**config.mk**
```make
export PLATFORM = sky130hd
export DESIGN_NAME = lfsr_stat_gen
export DESIGN_NICKNAME = d
export VERILOG_FILES = /design/src/rtl/lfsr_pkg.sv /design/src/rtl/lfsr_core.sv /design/src/rtl/lfsr_stat_gen.sv
export SDC_FILE = /design/constraint.sdc
export NUM_CORES = 1
export LEC_CHECK = 0
export ABC_AREA = 1
export CAP_MARGIN = 25
export CORE_ASPECT_RATIO = 0.8
export CORE_MARGIN = 2
export CORE_UTILIZATION = 43
export DETAILED_ROUTE_END_ITERATION = 8
export PLACE_DENSITY = 0.79
export SKIP_CTS_REPAIR_TIMING = 1
export SYNTH_ARGS = -nofsm -noshare
export SYNTH_HDL_FRONTEND = slang
export SYNTH_SLANG_ARGS = --single-unit
```
**constraint.sdc**
```tcl
create_clock -name clk -period 1.35 [get_ports clk]
set_input_delay 0.2025 -clock clk [delete_from_list [all_inputs] [get_ports clk]]
set_output_delay 0.2025 -clock clk [all_outputs]
set_load 0.01 [all_outputs]
```
**src/rtl/lfsr_pkg.sv**
```systemverilog
// rtl/lfsr_pkg.sv - shared FSM states, default tap masks and seed sanitising for lfsr_stat_gen
package lfsr_pkg;

    typedef enum logic {
        IDLE = 1'b0,
        RUN  = 1'b1
    } fsm_state_t;

    // Maximal-length tap masks, bit i set means state bit i feeds the XOR
    function automatic logic [31:0] default_taps(input int width);
        logic [31:0] taps;
        case (width)
            3:       taps = 32'h0000_0006;
            4:       taps = 32'h0000_000C;
            5:       taps = 32'h0000_0014;
            6:       taps = 32'h0000_0030;
            7:       taps = 32'h0000_0060;
            8:       taps = 32'h0000_00B8;
            9:       taps = 32'h0000_0110;
            10:      taps = 32'h0000_0240;
            11:      taps = 32'h0000_0500;
            12:      taps = 32'h0000_0829;
            13:      taps = 32'h0000_1C80;
            14:      taps = 32'h0000_2015;
            15:      taps = 32'h0000_6000;
            16:      taps = 32'h0000_D008;
            17:      taps = 32'h0001_2000;
            18:      taps = 32'h0002_0400;
            19:      taps = 32'h0004_0023;
            20:      taps = 32'h0009_0000;
            21:      taps = 32'h0014_0000;
            22:      taps = 32'h0030_0000;
            23:      taps = 32'h0042_0000;
            24:      taps = 32'h00E1_0000;
            25:      taps = 32'h0120_0000;
            26:      taps = 32'h0200_0023;
            27:      taps = 32'h0400_0013;
            28:      taps = 32'h0900_0000;
            29:      taps = 32'h1400_0000;
            30:      taps = 32'h2000_0029;
            31:      taps = 32'h4800_0000;
            32:      taps = 32'h8020_0003;
            default: taps = 32'h0000_0000;
        endcase
        return taps;
    endfunction

    // An all-zero state never leaves zero, so it is replaced by 1
    function automatic logic [31:0] sanitise_seed(input logic [31:0] seed);
        return (seed == 32'd0) ? 32'd1 : seed;
    endfunction

endpackage

```
**src/rtl/lfsr_core.sv**
```systemverilog
// rtl/lfsr_core.sv - Fibonacci LFSR state register with load priority over enable
module lfsr_core
    import lfsr_pkg::*;
#(
    parameter int               WIDTH       = 13,
    parameter logic [WIDTH-1:0] TAPS        = WIDTH'(default_taps(WIDTH)),
    parameter logic [WIDTH-1:0] RESET_VALUE = WIDTH'(1)
) (
    input  logic             clk,
    input  logic             reset,
    input  logic             en,
    input  logic             load,
    input  logic [WIDTH-1:0] load_value,
    output logic [WIDTH-1:0] state,
    output logic [WIDTH-1:0] next_state
);

    assign next_state = {state[WIDTH-2:0], ^(state & TAPS)};

    always_ff @(posedge clk) begin
        if (!reset) begin
            state <= RESET_VALUE;
        end else if (load) begin
            state <= load_value;
        end else if (en) begin
            state <= next_state;
        end
    end

endmodule

```
**src/rtl/lfsr_stat_gen.sv**
```systemverilog
// rtl/lfsr_stat_gen.sv - LFSR PRBS generator with period detect and ones/zeros stats (LFSR_STATS_EN)
module lfsr_stat_gen
    import lfsr_pkg::*;
#(
    parameter int               WIDTH = 13,
    parameter logic [WIDTH-1:0] TAPS  = WIDTH'(default_taps(WIDTH)),
    parameter logic [WIDTH-1:0] SEED  = WIDTH'(1),
    parameter int               CNT_W = 16
) (
    input  logic             clk,
    input  logic             reset,
    input  logic             en,
    input  logic             load,
    input  logic [WIDTH-1:0] seed_in,
    output logic [WIDTH-1:0] lfsr_out,
    output logic             prbs_bit,
    output logic             max_tick,
    output logic [CNT_W-1:0] final_ones,
    output logic [CNT_W-1:0] final_zeros,
    output logic             running
);

    localparam logic [WIDTH-1:0] SEED_CLEAN = WIDTH'(sanitise_seed(32'(SEED)));

    logic [WIDTH-1:0] seed_clean;
    logic [WIDTH-1:0] next_state;
    logic [WIDTH-1:0] start;
    logic             step;
    logic             period_end;
    fsm_state_t       state_q;
    fsm_state_t       state_d;

    assign seed_clean = WIDTH'(sanitise_seed(32'(seed_in)));
    assign step       = en && !load;
    assign period_end = step && (next_state == start);
    assign prbs_bit   = lfsr_out[WIDTH-1];
    assign running    = (state_q == RUN);

    lfsr_core #(
        .WIDTH      (WIDTH),
        .TAPS       (TAPS),
        .RESET_VALUE(SEED_CLEAN)
    ) u_core (
        .clk       (clk),
        .reset     (reset),
        .en        (en),
        .load      (load),
        .load_value(seed_clean),
        .state     (lfsr_out),
        .next_state(next_state)
    );

    always_ff @(posedge clk) begin
        if (!reset) begin
            state_q <= IDLE;
        end else begin
            state_q <= state_d;
        end
    end

    always_comb begin
        state_d = state_q;
        if (load) begin
            state_d = IDLE;
        end else begin
            case (state_q)
                IDLE:    if (en)  state_d = RUN;
                RUN:     if (!en) state_d = IDLE;
                default: state_d = IDLE;
            endcase
        end
    end

    // start remembers where the current period began so the return can be spotted
    always_ff @(posedge clk) begin
        if (!reset) begin
            start    <= SEED_CLEAN;
            max_tick <= 1'b0;
        end else begin
            max_tick <= period_end;
            if (load) begin
                start <= seed_clean;
            end
        end
    end

`ifdef LFSR_STATS_EN
    logic [CNT_W-1:0] ones_cnt;
    logic [CNT_W-1:0] zeros_cnt;
    logic [CNT_W-1:0] ones_inc;
    logic [CNT_W-1:0] zeros_inc;

    // Saturating increment of whichever counter the outgoing bit selects
    always_comb begin
        ones_inc  = ones_cnt;
        zeros_inc = zeros_cnt;
        if (prbs_bit) begin
            if (ones_cnt != '1) ones_inc = ones_cnt + CNT_W'(1);
        end else begin
            if (zeros_cnt != '1) zeros_inc = zeros_cnt + CNT_W'(1);
        end
    end

    always_ff @(posedge clk) begin
        if (!reset) begin
            ones_cnt    <= '0;
            zeros_cnt   <= '0;
            final_ones  <= '0;
            final_zeros <= '0;
        end else if (load) begin
            ones_cnt  <= '0;
            zeros_cnt <= '0;
        end else if (step) begin
            if (period_end) begin
                final_ones  <= ones_inc;
                final_zeros <= zeros_inc;
                ones_cnt    <= '0;
                zeros_cnt   <= '0;
            end else begin
                ones_cnt  <= ones_inc;
                zeros_cnt <= zeros_inc;
            end
        end
    end
`else
    assign final_ones  = '0;
    assign final_zeros = '0;
`endif

endmodule

```
==> PnR_summary.wiki <==
{| class="wikitable"
! Metric !! Value
|-
| Commonest cells after routing, fill and taps aside || sky130_fd_sc_hd__nand2_1, sky130_fd_sc_hd__inv_1, sky130_fd_sc_hd__conb_1, sky130_fd_sc_hd__dfxtp_1, sky130_fd_sc_hd__nor2_1
|-
| Kind of launch point of the worst setup path || primary input
|-
| PD cells || 887 nW/um^2
|-
| Maximum level of the CTS H-tree || 1
|-
| Number of cell instances on the worst register-to-register path || 7
|-
| Largest family of logic cells by synthesized area || simple AND/OR/NAND/NOR gates
|-
| Slack of the worst reg-to-reg path || 0.24 ns
|-
| Final Hold Violating Endpoints || 0
|-
| Overall routing resource usage || 18.2%
|-
| Clock root cell || sky130_fd_sc_hd__clkbuf_8
|-
| Worst ir drop on vdd || 0.000592 V
|-
| Clock tree from TritonCTS || yes
|-
| Multi-input gate area in the final layout || 772 sq um
|-
| Area of the mapped netlist || 1640 sq um
|-
| Data required time of the worst path || 1.54 ns
|-
| Max-capacitance violation count || 0
|-
| Flip-flop and latch count after synthesis || 28
|-
| Max incr delay on CP || 0.48 ns
|-
| Internal power summed over all cells || 1.25 mW
|-
| Number of clock sinks || 28
|-
| Worst Setup SP || load
|-
| Arithmetic-cell share of the synthesized area counting full adders, half adders and majority gates || 0%
|-
| Post-layout power || 1.78 mW
|-
| Avg WL per Cell || 11.1 um
|-
| Type of element capturing the critical path || register
|-
| Routability-driven placement congestion ratio || 0.921
|-
| Achievable clock frequency || 0.876 GHz
|-
| DRC marker count from the first detailed-route iteration || 97
|-
| Total CTS buffers || 3
|-
| Final setup violation count || 0
|-
| Antenna diode count || 0
|-
| Highest net fanout along the worst path || 13
|-
| Hold/Removal Path Class || reg -> reg
|-
| Final WS setup || 0.209 ns
|-
| Later-pin clock latency in the skew report || 0.28 ns
|-
| Final count of pins violating max slew || 0
|-
| Post-layout instance area || 2010 sq um
|-
| Starting density of the core || 44.0%
|-
| Clock slew seen by the registers of the worst setup and hold paths || 0.09 ns
|-
| Most common library cell in the layout ignoring fill and taps || sky130_fd_sc_hd__nand2_1
|-
| Mapped Avg Cell Area || 6.54 sq um
|-
| Final WL || 3.67 mm
|-
| Share of power burned in combinational logic || 22.7%
|-
| Cell-by-cell listing of the critical path || clkdlybuf4s50_1, or2_4, o21ai_1, nand2_1, o21ai_0
|-
| Sequential share of power || 51.4%
|-
| Final hold slack || 0.467 ns
|-
| Critical path's slowest cell || sky130_fd_sc_hd__clkdlybuf4s50_1
|-
| Class of the most critical setup path || in -> reg
|-
| Fraction of final layout cells sized beyond drive strength 1 || 8.36%
|-
| First-pass iteration count of the detailed router || 4
|-
| Synthesized-area fraction occupied by and/or/nand/nor cells || 26.7%
|-
| Switching Fraction || 29.7%
|-
| Die Height || 59.2 um
|-
| Run status || complete, no violations
|-
| Number of vias in the routed layout || 1489
|-
| Number of warnings reported in the yosys synthesis log || 0
|-
| Deepest clock path buffer count || 2
|-
| Placed instance area || 1920 sq um
|-
| Rows || 20
|-
| P_leak || 1.22 nW
|-
| Final Net Count || 306
|-
| Clock period minus final worst setup slack || 1.14 ns
|-
| Wire length of the first global-routing pass || 6.00 mm
|-
| Number of routed nets with antenna violations || 0
|-
| Synth-to-layout area growth || 22.3%
|-
| Detail-routed via count per cell || 4.50
|-
| Vias in the first global route || 1301
|-
| Chip Width || 73.1 um
|-
| Fraction of power consumed by the clock network || 25.8%
|-
| Launching point of the worst reg2reg path || u_core.state[11]
|-
| Fraction of synthesized cell area in xor and xnor cells || 1.60%
|-
| Placement Setup Slack || -0.0702 ns
|-
| Fraction of the mapped netlist area in compound gates || 11.4%
|-
| Post-route clock skew || 0.00143 ns
|-
| Area used by sequential logic in the layout || 568 sq um
|-
| Half-perimeter wire length after detailed placement || 2.92 mm
|-
| Part of the Yosys area used for sequential elements || 34.2%
|-
| # DRC || 0
|-
| Core area || 3730 sq um
|-
| Die footprint || 4330 sq um
|-
| Unrepaired setup endpoints after global routing || no
|-
| Num ports || 65
|-
| Arr. time, crit path || 1.34 ns
|-
| Post-synthesis mux area share || 0%
|-
| Net switching power || 528 uW
|-
| Instance count of the mapped netlist || 251
|-
| Pin count of the biggest net entering global routing || 15
|-
| Number of I/O port buffers || 32
|-
| Antenna violations before repair || 0
|-
| Post-route fraction of the period consumed by the critical path || 84.6%
|-
| Count of fill cells added during filler insertion || 385
|-
| Endpoint of the most critical register-to-register path || u_core.state[0]
|-
| Last element of the critical path || u_core.state[10]
|-
| Global route total overflow || 0
|-
| Distinct cells, synth || 23
|}
==> worst min-delay path by stage <==
stage                to      from  cells past startpoint
2_1_floorplan  start[1]      load                      2
3_3_place_gp   start[1]  start[1]                      2
3_5_place_dp   start[1]  start[1]                      2
4_1_cts        start[1]  start[1]                      2
5_1_grt        start[3]  start[3]                      2
6_report       start[1]  start[1]                      2
==> power by group through the flow <==
stage	Combinational (mW)	Sequential [mW]	Clock (mW)
2_1_floorplan	0.299	0.937	0
3_3_place_gp	0.402	0.932	0
3_5_place_dp	0.407	0.933	0
4_1_cts	0.410	0.914	0.467
5_1_grt	0.456	0.925	0.496
6_report	0.404	0.915	0.460
==> synthesized netlist by cell type, drive strengths merged <==
library cell,n,area (sq um)
nand3,5,30.0
nand2,86,325
inv,38,143
or2,2,15.0
buf,37,273
a21oi,13,65.1
xnor2,3,26.3
o21ai,11,55.1
dfxtp,28,561
nor2,18,67.6
o221ai,7,67.6
conb,1,3.75
clkbuf,2,8.75
==> stage by stage <==
stage	setup TNS (ns)	instances	util, %
after detailed placement	-0.465	328	51.4
after CTS	-1.14	331	52.6
final	0	331	53.8
after global placement	-0.272	328	51.4
after floorplan	0	282	-
after global routing	0	331	53.8
==> layer usage <==
metal	global-route usage (%)	share of wire [%]
met5	0	0
met4	3.97	0.84
met3	4.42	8.4
met2	27.8	44
met1	26.0	46
==> cells by family (layout without fill, tap and decap cells) <==
family	Yosys count	in the layout
other cells	1	32
simple gates	111	111
compound gates	31	31
xor+xnor	3	3
buf+inv	77	82
flops	28	28
==> cell type report <==
type,instances,area share [%]
Multi-Input combinational cell,177,38.5
Sequential cell,28,28.3
Timing Repair Buffer,41,21.3
Inverter,38,7.11
Tap cell,44,2.74
Clock buffer,3,2.06
==> flip-flops by register name, indices dropped and copies added, names as in the netlist <==
register	count
max_tick	1
running	1
u_core.state	13
start	13
==> critical path, delay by kind of cell <==
| kind | cells | cell delay [ns] |
|---|---|---|
| buf+inv | 1 | 0.48 |
| simple gates | 2 | 0.41 |
| compound gates | 2 | 0.23 |
Note: power is estimated with default switching activity, not from simulation.
